===== config.mk =====
export PLATFORM = sky130hd
export DESIGN_NAME = ahb_mux_s2m_p_flat
export DESIGN_NICKNAME = d
export VERILOG_FILES = /design/src/rtl/ahb_mux_s2m_p_if.sv /design/src/rtl/ahb_mux_s2m_p.sv /design/src/flat_wrapper.sv
export SDC_FILE = /design/constraint.sdc
export NUM_CORES = 1
export LEC_CHECK = 0
export CAP_MARGIN = 20
export CORE_AREA = 3 3 126 128
export CTS_BUF_LIST = sky130_fd_sc_hd__clkbuf_4 sky130_fd_sc_hd__clkbuf_8
export DETAILED_ROUTE_END_ITERATION = 10
export DIE_AREA = 0 0 129 131
export SLEW_MARGIN = 20
export SYNTH_ARGS = -nofsm -noshare
export SYNTH_HDL_FRONTEND = slang
export SYNTH_SLANG_ARGS = --single-unit

===== constraint.sdc =====
create_clock -name HCLK -period 1.8 [get_ports HCLK]
set_input_delay 0.27 -clock HCLK [delete_from_list [all_inputs] [get_ports HCLK]]
set_output_delay 0.27 -clock HCLK [all_outputs]
set_load 0.02 [all_outputs]

===== src/rtl/ahb_mux_s2m_p_if.sv =====
// ahb_mux_s2m_p_if
//   Bundles the AHB slave-to-master multiplexer signals.
//   Address-phase request from the master side : HTRANS, HSEL
//   Per-slave data-phase returns               : HRDATA_S, HREADYOUT_S, HRESP_S
//   Muxed data-phase result back to the master : HREADY, HRESP, HRDATA
//   Diagnostic pulse                           : MSEL_ERR
//   master modport : the side that drives the request and slave returns
//   slave modport  : the multiplexer itself
interface ahb_mux_s2m_p_if #(
  parameter int NSLV = 8,
  parameter int DW   = 32
);
  logic [1:0]         HTRANS;
  logic [NSLV-1:0]    HSEL;
  logic [NSLV*DW-1:0] HRDATA_S;
  logic [NSLV-1:0]    HREADYOUT_S;
  logic [2*NSLV-1:0]  HRESP_S;
  logic               HREADY;
  logic [1:0]         HRESP;
  logic [DW-1:0]      HRDATA;
  logic               MSEL_ERR;

  modport master (
    output HTRANS, HSEL, HRDATA_S, HREADYOUT_S, HRESP_S,
    input  HREADY, HRESP, HRDATA, MSEL_ERR
  );

  modport slave (
    input  HTRANS, HSEL, HRDATA_S, HREADYOUT_S, HRESP_S,
    output HREADY, HRESP, HRDATA, MSEL_ERR
  );
endinterface


===== src/rtl/ahb_mux_s2m_p.sv =====
// ahb_mux_s2m_p
//   AHB slave-to-master response multiplexer with a built-in default slave.
//   The address phase is registered whenever HREADY is high; the registered
//   one-hot selection then steers one slave's HRDATA/HREADYOUT/HRESP back to
//   the master combinationally. Unmapped or multiply-selected transfers are
//   answered by an internal default slave with a two-cycle ERROR response.
// Ports
//   HCLK    : clock, all state changes on the rising edge
//   HRESETn : asynchronous active-low reset
//   bus     : ahb_mux_s2m_p_if.slave (request in, muxed response out)
module ahb_mux_s2m_p #(
  parameter int NSLV = 8,
  parameter int DW   = 32
) (
  input logic             HCLK,
  input logic             HRESETn,
  ahb_mux_s2m_p_if.slave  bus
);

  typedef enum logic [1:0] {
    DS_IDLE = 2'b00,
    DS_ERR1 = 2'b01,
    DS_ERR2 = 2'b10
  } ds_state_t;

  ds_state_t       state_r;
  logic [NSLV-1:0] sel_r;       // one-hot data-phase slave selection
  logic            dflt_r;      // data phase owned by the default slave
  logic            msel_err_r;

  logic            trans_s;
  logic            none_s;
  logic            multi_s;
  logic            addr_err_s;
  logic [DW-1:0]   rd_mux_s;
  logic            rdy_mux_s;
  logic [1:0]      resp_mux_s;
  logic            hready_s;
  logic [1:0]      hresp_s;
  logic [DW-1:0]   hrdata_s;

  // True when more than one bit is set: clearing the lowest set bit leaves something.
  function automatic logic multi_hot(input logic [NSLV-1:0] v);
    return |(v & (v - NSLV'(1)));
  endfunction

  // Address-phase classification; BUSY and IDLE share HTRANS[1]==0.
  always_comb begin
    trans_s    = bus.HTRANS[1];
    none_s     = (bus.HSEL == {NSLV{1'b0}});
    multi_s    = multi_hot(bus.HSEL);
    addr_err_s = trans_s & (none_s | multi_s);
  end

  // AND-OR slave mux: an all-zero selection yields all-zero results.
  always_comb begin
    rd_mux_s   = {DW{1'b0}};
    rdy_mux_s  = 1'b0;
    resp_mux_s = 2'b00;
    for (int i = 0; i < NSLV; i++) begin
      rd_mux_s   = rd_mux_s   | (bus.HRDATA_S[i*DW +: DW] & {DW{sel_r[i]}});
      rdy_mux_s  = rdy_mux_s  | (bus.HREADYOUT_S[i] & sel_r[i]);
      resp_mux_s = resp_mux_s | (bus.HRESP_S[2*i +: 2] & {2{sel_r[i]}});
    end
  end

  // Data-phase response: default slave, routed slave, or zero-wait OKAY.
  always_comb begin
    hready_s = 1'b1;
    hresp_s  = 2'b00;
    hrdata_s = {DW{1'b0}};
    if (dflt_r) begin
      // First error cycle stalls, second completes the ERROR.
      hready_s = (state_r == DS_ERR2);
      hresp_s  = 2'b01;
    end else if (|sel_r) begin
      hready_s = rdy_mux_s;
      hresp_s  = resp_mux_s;
      hrdata_s = rd_mux_s;
    end else begin
      hready_s = 1'b1;
      hresp_s  = 2'b00;
    end
  end

  assign bus.HREADY   = hready_s;
  assign bus.HRESP    = hresp_s;
  assign bus.HRDATA   = hrdata_s;
  assign bus.MSEL_ERR = msel_err_r;

  // Default-slave FSM together with the address-phase sampling registers.
  always_ff @(posedge HCLK or negedge HRESETn) begin
    if (!HRESETn) begin
      state_r    <= DS_IDLE;
      sel_r      <= {NSLV{1'b0}};
      dflt_r     <= 1'b0;
      msel_err_r <= 1'b0;
    end else begin
      msel_err_r <= 1'b0;
      case (state_r)
        DS_IDLE, DS_ERR2: begin
          // DS_ERR2 always has HREADY high, so it samples like DS_IDLE.
          if (hready_s) begin
            msel_err_r <= trans_s & multi_s;
            if (addr_err_s) begin
              state_r <= DS_ERR1;
              sel_r   <= {NSLV{1'b0}};
              dflt_r  <= 1'b1;
            end else begin
              state_r <= DS_IDLE;
              sel_r   <= trans_s ? bus.HSEL : {NSLV{1'b0}};
              dflt_r  <= 1'b0;
            end
          end else begin
            state_r <= state_r;
            sel_r   <= sel_r;
            dflt_r  <= dflt_r;
          end
        end
        DS_ERR1: begin
          state_r <= DS_ERR2;
        end
        default: begin
          state_r <= DS_IDLE;
          sel_r   <= {NSLV{1'b0}};
          dflt_r  <= 1'b0;
        end
      endcase
    end
  end

endmodule


===== src/flat_wrapper.sv =====
// flat-port wrapper written by rule: the top's interface ports become plain ports
module ahb_mux_s2m_p_flat 
#(
  parameter int NSLV = 8,
  parameter int DW   = 32
)
  (HCLK, HRESETn, bus_HTRANS, bus_HSEL, bus_HRDATA_S, bus_HREADYOUT_S, bus_HRESP_S, bus_HREADY, bus_HRESP, bus_HRDATA, bus_MSEL_ERR);
  ahb_mux_s2m_p_if #(.NSLV(NSLV), .DW(DW)) bus_i ();
  input logic HCLK;
  input logic HRESETn;
  input wire logic [$bits(bus_i.HTRANS)-1:0] bus_HTRANS;
  input wire logic [$bits(bus_i.HSEL)-1:0] bus_HSEL;
  input wire logic [$bits(bus_i.HRDATA_S)-1:0] bus_HRDATA_S;
  input wire logic [$bits(bus_i.HREADYOUT_S)-1:0] bus_HREADYOUT_S;
  input wire logic [$bits(bus_i.HRESP_S)-1:0] bus_HRESP_S;
  output wire logic [$bits(bus_i.HREADY)-1:0] bus_HREADY;
  output wire logic [$bits(bus_i.HRESP)-1:0] bus_HRESP;
  output wire logic [$bits(bus_i.HRDATA)-1:0] bus_HRDATA;
  output wire logic [$bits(bus_i.MSEL_ERR)-1:0] bus_MSEL_ERR;
  assign bus_i.HTRANS = bus_HTRANS;
  assign bus_i.HSEL = bus_HSEL;
  assign bus_i.HRDATA_S = bus_HRDATA_S;
  assign bus_i.HREADYOUT_S = bus_HREADYOUT_S;
  assign bus_i.HRESP_S = bus_HRESP_S;
  assign bus_HREADY = bus_i.HREADY;
  assign bus_HRESP = bus_i.HRESP;
  assign bus_HRDATA = bus_i.HRDATA;
  assign bus_MSEL_ERR = bus_i.MSEL_ERR;
  ahb_mux_s2m_p #(.NSLV(NSLV), .DW(DW)) u_core (.HCLK(HCLK), .HRESETn(HRESETn), .bus(bus_i));
endmodule

### Word-level counts from Yosys, hierarchy flattened

Index checks and enable logic that the tools add are counted.

| word-level totals | value |
|---|---|
| register bits | 12 |
| input port bits | 292 |
| output and inout port bits | 36 |

| operators by class | value |
|---|---|
| add/subtract/negate cells | 1 |
| equality and inequality tests | 3 |
| mux-type cells | 18 |
| bitwise logic cells | 50 |
| reductions and logical operators | 6 |

Operators with widths:

| kind | number |
|---|---|
| 32-bit bitwise AND | 8 |
| 32-bit bitwise OR | 7 |
| 32-bit 2-to-1 mux | 2 |
| 8-bit 2-to-1 mux | 3 |
| 2-bit bitwise AND | 8 |
| 8-bit one-hot mux with 2 select lines | 1 |
| 8-bit OR reduction | 2 |
| 2-bit bitwise OR | 7 |
| 1-bit bitwise AND | 10 |
| 8-bit bitwise AND | 1 |
| 8-bit logical NOT | 1 |
| 1-bit bitwise OR | 8 |
| 8-bit by 1-bit subtractor with 8-bit output, second input constant | 1 |
| 1-bit 2-to-1 mux | 7 |
| 2-bit 2-to-1 mux | 3 |
| 2-bit one-hot mux with 2 select lines | 1 |
| 2-bit by 1-bit equality test with 1-bit output, second input constant | 1 |
| 2-bit equality test, second input constant | 1 |
| 2-bit logical NOT | 1 |
| 2-bit inequality test, second input constant | 1 |
| 1-bit one-hot mux with 2 select lines | 1 |
| 2-bit AND reduction | 1 |
| 2-bit OR reduction | 1 |
| 1-bit NOT | 1 |

### Longest topological paths before layout

Gate-level depths: netlist of run 1.

| depth | value |
|---|---|
| depth in word-level cells | 12 |
| gate-level depth with buffers | 7 |
| mapped depth without buffers | 5 |

### Worst setup path before layout of run 1

No wires, ideal clock.

| timing | value |
|---|---|
| kind | flip-flop to output port |
| start | register u_core.sel_r[0] |
| end | output port bus_HREADY |
| arrival | 1706 ps |
| path slack | -176 ps |
| stages on the path, launching flop included | 7 |
| path buffers | 2 |
| path through | dfrtp_1 > buf_2 > nor4_1 > a21o_1 > buf_2 > or2_2 > a21boi_0 |

| between the ends | value |
|---|---|
| word-level cells in the longest chain between the ends | 10 |
| elaborated cells on any way between the ends | 11 |

RTL lines:

| element | line | source |
|---|---|---|
| from (decl) | ahb_mux_s2m_p.sv:27 | `logic [NSLV-1:0] sel_r;` |
| from (signal assigned) | ahb_mux_s2m_p.sv:95 | `sel_r <= {NSLV{1'b0}};` |
| from (signal assigned) | ahb_mux_s2m_p.sv:107 | `sel_r <= {NSLV{1'b0}};` |
| from (signal assigned) | ahb_mux_s2m_p.sv:111 | `sel_r <= trans_s ? bus.HSEL : {NSLV{1'b0}};` |
| 1-bit bitwise AND | ahb_mux_s2m_p.sv:62 | `rdy_mux_s = rdy_mux_s \| (bus.HREADYOUT_S[i] & sel_r[i]);` |
| 1-bit bitwise OR (7 in series) | ahb_mux_s2m_p.sv:62 |  |
| 1-bit 2-to-1 mux (*) | ahb_mux_s2m_p.sv:76 | `end else if (\|sel_r) begin` |
| 1-bit 2-to-1 mux (*) | ahb_mux_s2m_p.sv:72 | `if (dflt_r) begin` |
| to (decl) | flat_wrapper.sv:16 | `output wire logic [$bits(bus_i.HREADY)-1:0] bus_HREADY;` |

Every way passes the cells marked *; elsewhere a longest branch is shown, timed or not.

### Worst setup path after layout of run 1

| timing | value |
|---|---|
| start | register u_core.sel_r[4] |
| end | output port bus_HRDATA[29] |

| between the ends | value |
|---|---|
| word-level cells in the longest chain between the ends | 7 |
| elaborated cells on any way between the ends | 8 |

RTL lines:

| element | line | source |
|---|---|---|
| 32-bit bitwise AND | ahb_mux_s2m_p.sv:61 | `rd_mux_s = rd_mux_s \| (bus.HRDATA_S[i*DW +: DW] & {DW{sel_r[i]}});` |
| 32-bit bitwise OR (4 in series) | ahb_mux_s2m_p.sv:61 |  |
| 32-bit 2-to-1 mux (*) | ahb_mux_s2m_p.sv:76 |  |
| 32-bit 2-to-1 mux (*) | ahb_mux_s2m_p.sv:72 |  |
| to (decl) | flat_wrapper.sv:18 | `output wire logic [$bits(bus_i.HRDATA)-1:0] bus_HRDATA;` |

Marks and branches as above.

==> flow_summary.yaml, run 1 <==
floorplan:
  start_util_pct: 14.0
  core-area_um2: 15000
  fp.dieW_um: 129
  die_y_um: 131
  ios: 328
  die-area_um2: 16900
  core.rowCount: 45
worst_setup_path:
  crit_chain: "nor4_2 -> a21o_2 -> buf_12 -> buf_4 -> a31oi_1 -> buf_4"
  cp_num_buf_inv: 3
  worstPathRequired_ns: 1.53
  cp_data_arrival_time_ns: 1.75
  crit_path_end_kind: "output port"
  worstReg2RegStart: "u_core.sel_r[4]$_DFFE_PN0P_"
  cpMostUsedCell: "buf_4"
  cp_max_fo: 16
  worstReg2RegEnd: "u_core.sel_r[7]$_DFFE_PN0P_"
  crit_type: "reg -> out"
  crit_slowest_cell: "dfrtp_2"
  r2r_slack_ns: -0.06
  cp_top_family: "buffers and inverters"
  r2r_cells: 7
  cp_slowest_stage_delay_ns: 0.43
  start_kind: "flop"
clocking:
  root_buffer: "clkbuf_8"
  clk_pin_slew_ns: 0.06
  cts_sinks: 12
  htreeDepth: 1
  cts_buffer_depth: 2
  tritoncts: "done"
  clk-insertion-delay-late_ns: 0.24
  cts_buffers: 3
sta:
  tightest_slew_ns: 0.518
  hold_viol: 0
  hold_ws_ns: 0.368
  skew_ns: 0.0101
  drv_slew: 0
  grt_setup_unrepaired: "true"
  fmax_mhz: 496
  fin_crit_ns: 2.02
  maxSlewHeadroom_pct: 65.3
  setup_viol: 43
  post-route-period-util_pct: 112
  timing.final.ws_setup_ns: -0.216
place:
  place_ws_ns: -0.476
  hpwl_um: 14300
  port_buffers: 326
  place.gp.congestion: 0.845
  placedCellCount: 801
grt:
  antenna_found_initial: 0
  grt_max_degree: 21
  grt-ovfl-total: 0
  grtUsageTotal_pct: 18.4
  grt_pass1_vias: 4280
  grt_pass1_wl_um: 24100
drt:
  drt_iter0_markers: 227
  avgViaCountPerCell: 5.04
  drt-total-wl_um: 17600
  detail-route-antenna-nets: 0
  vias: 4215
  firstDrtPassIters: 4
  drt-wirelength-per-cell_um: 21.1
  drcViolationCount: 0
power_and_ir_drop:
  p_leak_nw: 2.39
  power_mw: 3.08
  vdd_drop_max_v: 0.000321
  p_per_area_nw_per_um2: 454
finish:
  antenna_cells: 0
  drive_gt1_share_pct: 33.4
  instances_no_fill: 837
  syn_to_final_growth_pct: 223
  final_util_pct: 45.3
  fillers: 1449
  fin_nets: 942
synth:
  synth_area_per_cell_um2: 7.93
  synth_flop_cell: "dfrtp_1"
  ys_ff_latch: 12
  syn_area_um2: 2100
  yosysMostFrequentCell: "a22oi_1"
  yosys_warnings: 0
  synth_top_cells_by_count: "a22oi_1, a22o_1, a221oi_1, a31oi_1, clkbuf_1"
  synthTopCellsByArea: "a22oi_1, a22o_1, dfrtp_1"
  async_reset_ff_share_pct: 100
  synth_top_area_cell: "a22oi_1"
  synth_nets: 557
  synthCells: 265
  post_synth_num_cell_types: 31
  yosysSeqAreaShare_pct: 14.3
  synth-edff-count: 0
  netlist.area_leader.share_pct: 25.0
run_status:
  status: "complete, but fails checks"
  violations: "setup timing"
flow_run:
  drv_cap: 0
worst_hold_path:
  hold_path_class: "in -> async"
## worst max path at each step
stage	end	from	cells past startpoint	slack (ns)
finish	bus_HRDATA[29]	u_core.sel_r[4]$_DFFE_PN0P_	6	-0.22
floorplan	bus_HRDATA[29]	u_core.sel_r[6]$_DFFE_PN0P_	5	-0.05
CTS	bus_HRDATA[24]	u_core.sel_r[0]$_DFFE_PN0P_	5	-0.24
global placement	bus_HREADY	bus_HREADYOUT_S[0]	6	-0.46
detailed placement	u_core.sel_r[2]$_DFFE_PN0P_	bus_HSEL[0]	6	-0.48
global route	bus_HRDATA[29]	u_core.sel_r[1]$_DFFE_PN0P_	6	-0.26
## metrics by stage
step / setup TNS [ns] / instance area [um^2]
finish: -5.62 / 6780
floorplan: -0.260 / 2260
global placement: -16.21 / 6100
global route: -8.20 / 6780
CTS: -6.59 / 6460
detailed placement: -16.86 / 6100
## power breakdown
part           internal, mW  switching, mW
combinational          1.42          0.982
clock                 0.193         0.0977
sequential            0.327         0.0599
## timing repair
action | 4_1_cts | 5_1_grt
setup endpoints to repair | 45 | 45
hold buffers | 0 | 0
pin swaps | 7 | 10
setup buffers | 11 | 19
gates resized for setup | 195 | 68
gates cloned | 0 | 2
## flip-flops by register name, indices dropped and copies added, names as in the netlist
name	count
u_core.bus.MSEL_ERR	1
u_core.state_r	2
u_core.sel_r	8
u_core.dflt_r	1
## logic make-up after synthesis
family	share of synthesized area, %
AND/OR/NAND/NOR	6.73
adder cells (fa/ha/maj)	0.476
flip-flops	14.3
buffers and inverters	6.96
AO/OA/AOI/OAI	71.5
## layout by cell type, fill, tap and decap left out, types with 2 or more instances in the layout
cell type,synthesis,routed
clkdlybuf4s15_2,0,3
a22o_1,42,42
buf_2,9,7
o21ai_2,1,2
clkdlybuf4s50_1,0,287
nor4_2,0,2
buf_12,0,9
dfrtp_2,0,7
nand2b_1,4,4
a31oi_1,34,9
buf_6,0,14
dfrtp_1,12,5
clkbuf_8,0,4
a22oi_1,70,58
a22oi_2,0,12
a21oi_1,2,2
dlygate4sd2_1,0,4
nor2_1,7,7
clkbuf_16,0,2
a221oi_1,34,2
buf_4,0,88
buf_8,0,2
a221oi_2,0,32
a31oi_2,0,24
## layout make-up
class	instances	area (um^2)	share of cell area, %
clock buffer	4	55.1	0.812
tap	188	235	3.47
sequential	12	309	4.56
multi-input combinational	217	2130	31.4
timing repair buffer	416	4060	59.8
## metal layers
layer | track usage (%) | share of wire, % | wire (um) | vias to the layer above
met4 | 3.58 | 0.78 | 138 | 0
li1 | - | - | - | 1973
met1 | 22.6 | 40 | 7120 | 2021
met3 | 2.32 | 7.0 | 1230 | 12
met5 | 0 | 0 | 0 | -
met2 | 34.4 | 52 | 9140 | 209
Note: power is estimated with default switching activity, not from simulation.
==> run 2, diff against run 1 <==
CTS_BUF_LIST = sky130_fd_sc_hd__clkbuf_4   (was sky130_fd_sc_hd__clkbuf_4 sky130_fd_sc_hd__clkbuf_8)
SETUP_SLACK_MARGIN = 0.02   (was unset)
==> flow_summary.yaml, run 2 (synthesis results as in run 1) <==
finish:
  largest_reg_flops: 8
  drive_gt1_share_pct: 33.2
  layout_commonest_cell: "clkdlybuf4s50_1"
  antenna_cells: 0
  instances_no_fill: 832
  final_util_pct: 47.7
  mostFrequentLayoutCells: "clkdlybuf4s50_1, buf_4, a22oi_1"
  fin_nets: 937
  reg_top3: "u_core.sel_r (8), u_core.state_r (2)"
  syn_to_final_growth_pct: 240
  top_register: "u_core.sel_r"
power_and_ir_drop:
  power_mw: 3.23
  vdd_drop_max_v: 0.000351
  p_leak_nw: 2.47
  p_per_area_nw_per_um2: 452
worst_hold_path:
  hold_path_class: "in -> async"
worst_setup_path:
  cp_data_arrival_time_ns: 1.80
  worstPathRequired_ns: 1.53
  crit_path_end_kind: "output port"
  crit_chain: "buf_12 -> buf_12 -> a22oi_2 -> nand4_1 -> or2_4 -> a21boi_4 -> buf_6"
  cp_slowest_stage_delay_ns: 0.44
  crit_slowest_cell: "dfrtp_2"
  start_kind: "flop"
  cp_max_fo: 6
  cpMostUsedCell: "buf_12"
  crit_type: "reg -> out"
floorplan:
  core.rowCount: 45
  start_util_pct: 14.0
  die_y_um: 131
  ios: 328
  fp.dieW_um: 129
  die-area_um2: 16900
  core-area_um2: 15000
clocking:
  cts_buffers: 3
  htreeDepth: 1
  hold_buffers: 0
  root_buffer: "clkbuf_4"
  tritoncts: "done"
  clk_pin_slew_ns: 0.08
  cts_buffer_depth: 2
  clk-insertion-delay-late_ns: 0.27
  cts_sinks: 12
place:
  hpwl_um: 13800
  place.gp.congestion: 0.817
  placedCellCount: 800
  port_buffers: 326
sta:
  maxSlewHeadroom_pct: 64.4
  timing.final.ws_setup_ns: -0.266
  skew_ns: 0.00871
  drv_slew: 0
  fin_crit_ns: 2.07
  finalSetupTns_ns: -7.10
  hold_viol: 0
  setup_viol: 43
  fmax_mhz: 484
  tightest_slew_ns: 0.533
  post-route-period-util_pct: 115
  grt_setup_unrepaired: "true"
drt:
  detail-route-antenna-nets: 0
  drt_iter0_markers: 169
  avgViaCountPerCell: 5.07
  vias: 4222
  firstDrtPassIters: 4
  drt-total-wl_um: 18300
  drcViolationCount: 0
  drt-wirelength-per-cell_um: 22.1
grt:
  grt-ovfl-total: 0
  grtUsageTotal_pct: 18.6
  grt_pass1_wl_um: 24200
  grt_max_degree: 18
  antenna_found_initial: 0
  grt_pass1_vias: 4325
run_status:
  violations: "setup timing"
  status: "complete, but fails checks"
flow_run:
  drv_cap: 0
-- run 2: cell types whose count changed in the layout (fill, tap and decap cells not counted), sizes merged --
cell,change
buf,-4
dlygate4sd2,-2
clkbuf,+1
clkdlybuf4s15,-1
clkinv,+1
-- run 2: worst paths after layout --
check	slack (ns)	end	cells past startpoint	from
setup / recovery	-0.27	bus_HREADY	7	u_core.sel_r[0]$_DFFE_PN0P_
hold / removal	0.34	u_core.sel_r[5]$_DFFE_PN0P_	1	HRESETn
setup reg to reg	-0.09	u_core.sel_r[4]$_DFFE_PN0P_	8	u_core.sel_r[0]$_DFFE_PN0P_
hold reg to reg	0.67	u_core.state_r[1]$_DFFE_PN0P_	3	u_core.state_r[0]$_DFFE_PN0P_
max in group asynchronous	1.07	u_core.sel_r[7]$_DFFE_PN0P_	1	HRESETn
min in group HCLK	0.46	u_core.sel_r[2]$_DFFE_PN0P_	3	bus_HSEL[2]
-- run 2: final cells by class --
class,instances,area [um^2]
Fill cell,1411,7840
Timing Repair Buffer,411,4160
Multi-Input combinational cell,217,2410
Sequential cell,12,309
Tap cell,188,235
Clock buffer,3,22.5
Clock inverter,1,3.75
-- run 2: routing by layer --
layer / vias up / routed length (um) / track usage [%]
li1: 1959 / - / -
met1: 2049 / 7290 / 22.8
met2: 200 / 9630 / 34.9
met3: 14 / 1220 / 2.68
met4: 0 / 207 / 2.78
met5: - / 0 / 0
-- run 2: metrics by stage --
| stage | hold WS [ns] | instance area [um^2] | setup WS [ns] |
|---|---|---|---|
| after floorplan | -0.0256 | 2260 | -0.0429 |
| after global placement | 0.575 | 6100 | -0.451 |
| after detailed placement | 0.583 | 6100 | -0.509 |
| after CTS | 0.360 | 6750 | -0.250 |
| after global routing | 0.381 | 7140 | -0.340 |
| final | 0.342 | 7140 | -0.266 |
-- run 2: critical path, delay by kind of cell (launching register included) --
family	cells	cell delay [ns]
flip-flops	1	0.44
buffers and inverters	3	0.42
AND/OR/NAND/NOR	2	0.39
AO/OA/AOI/OAI	2	0.28
-- run 2: power breakdown --
part,leakage [nW],switching (mW),internal [mW]
logic,2.31,1.11,1.55
clock network,0.0154,0.0887,0.0802
registers,0.150,0.0701,0.326
-- run 2: repair_timing --
item / 4_1_cts / 5_1_grt
gates resized for setup: 264 / 48
setup buffers: 16 / 11
pin swaps: 35 / 36
cloned: 4 / 3
endpoints found under the setup margin: 45 / 45
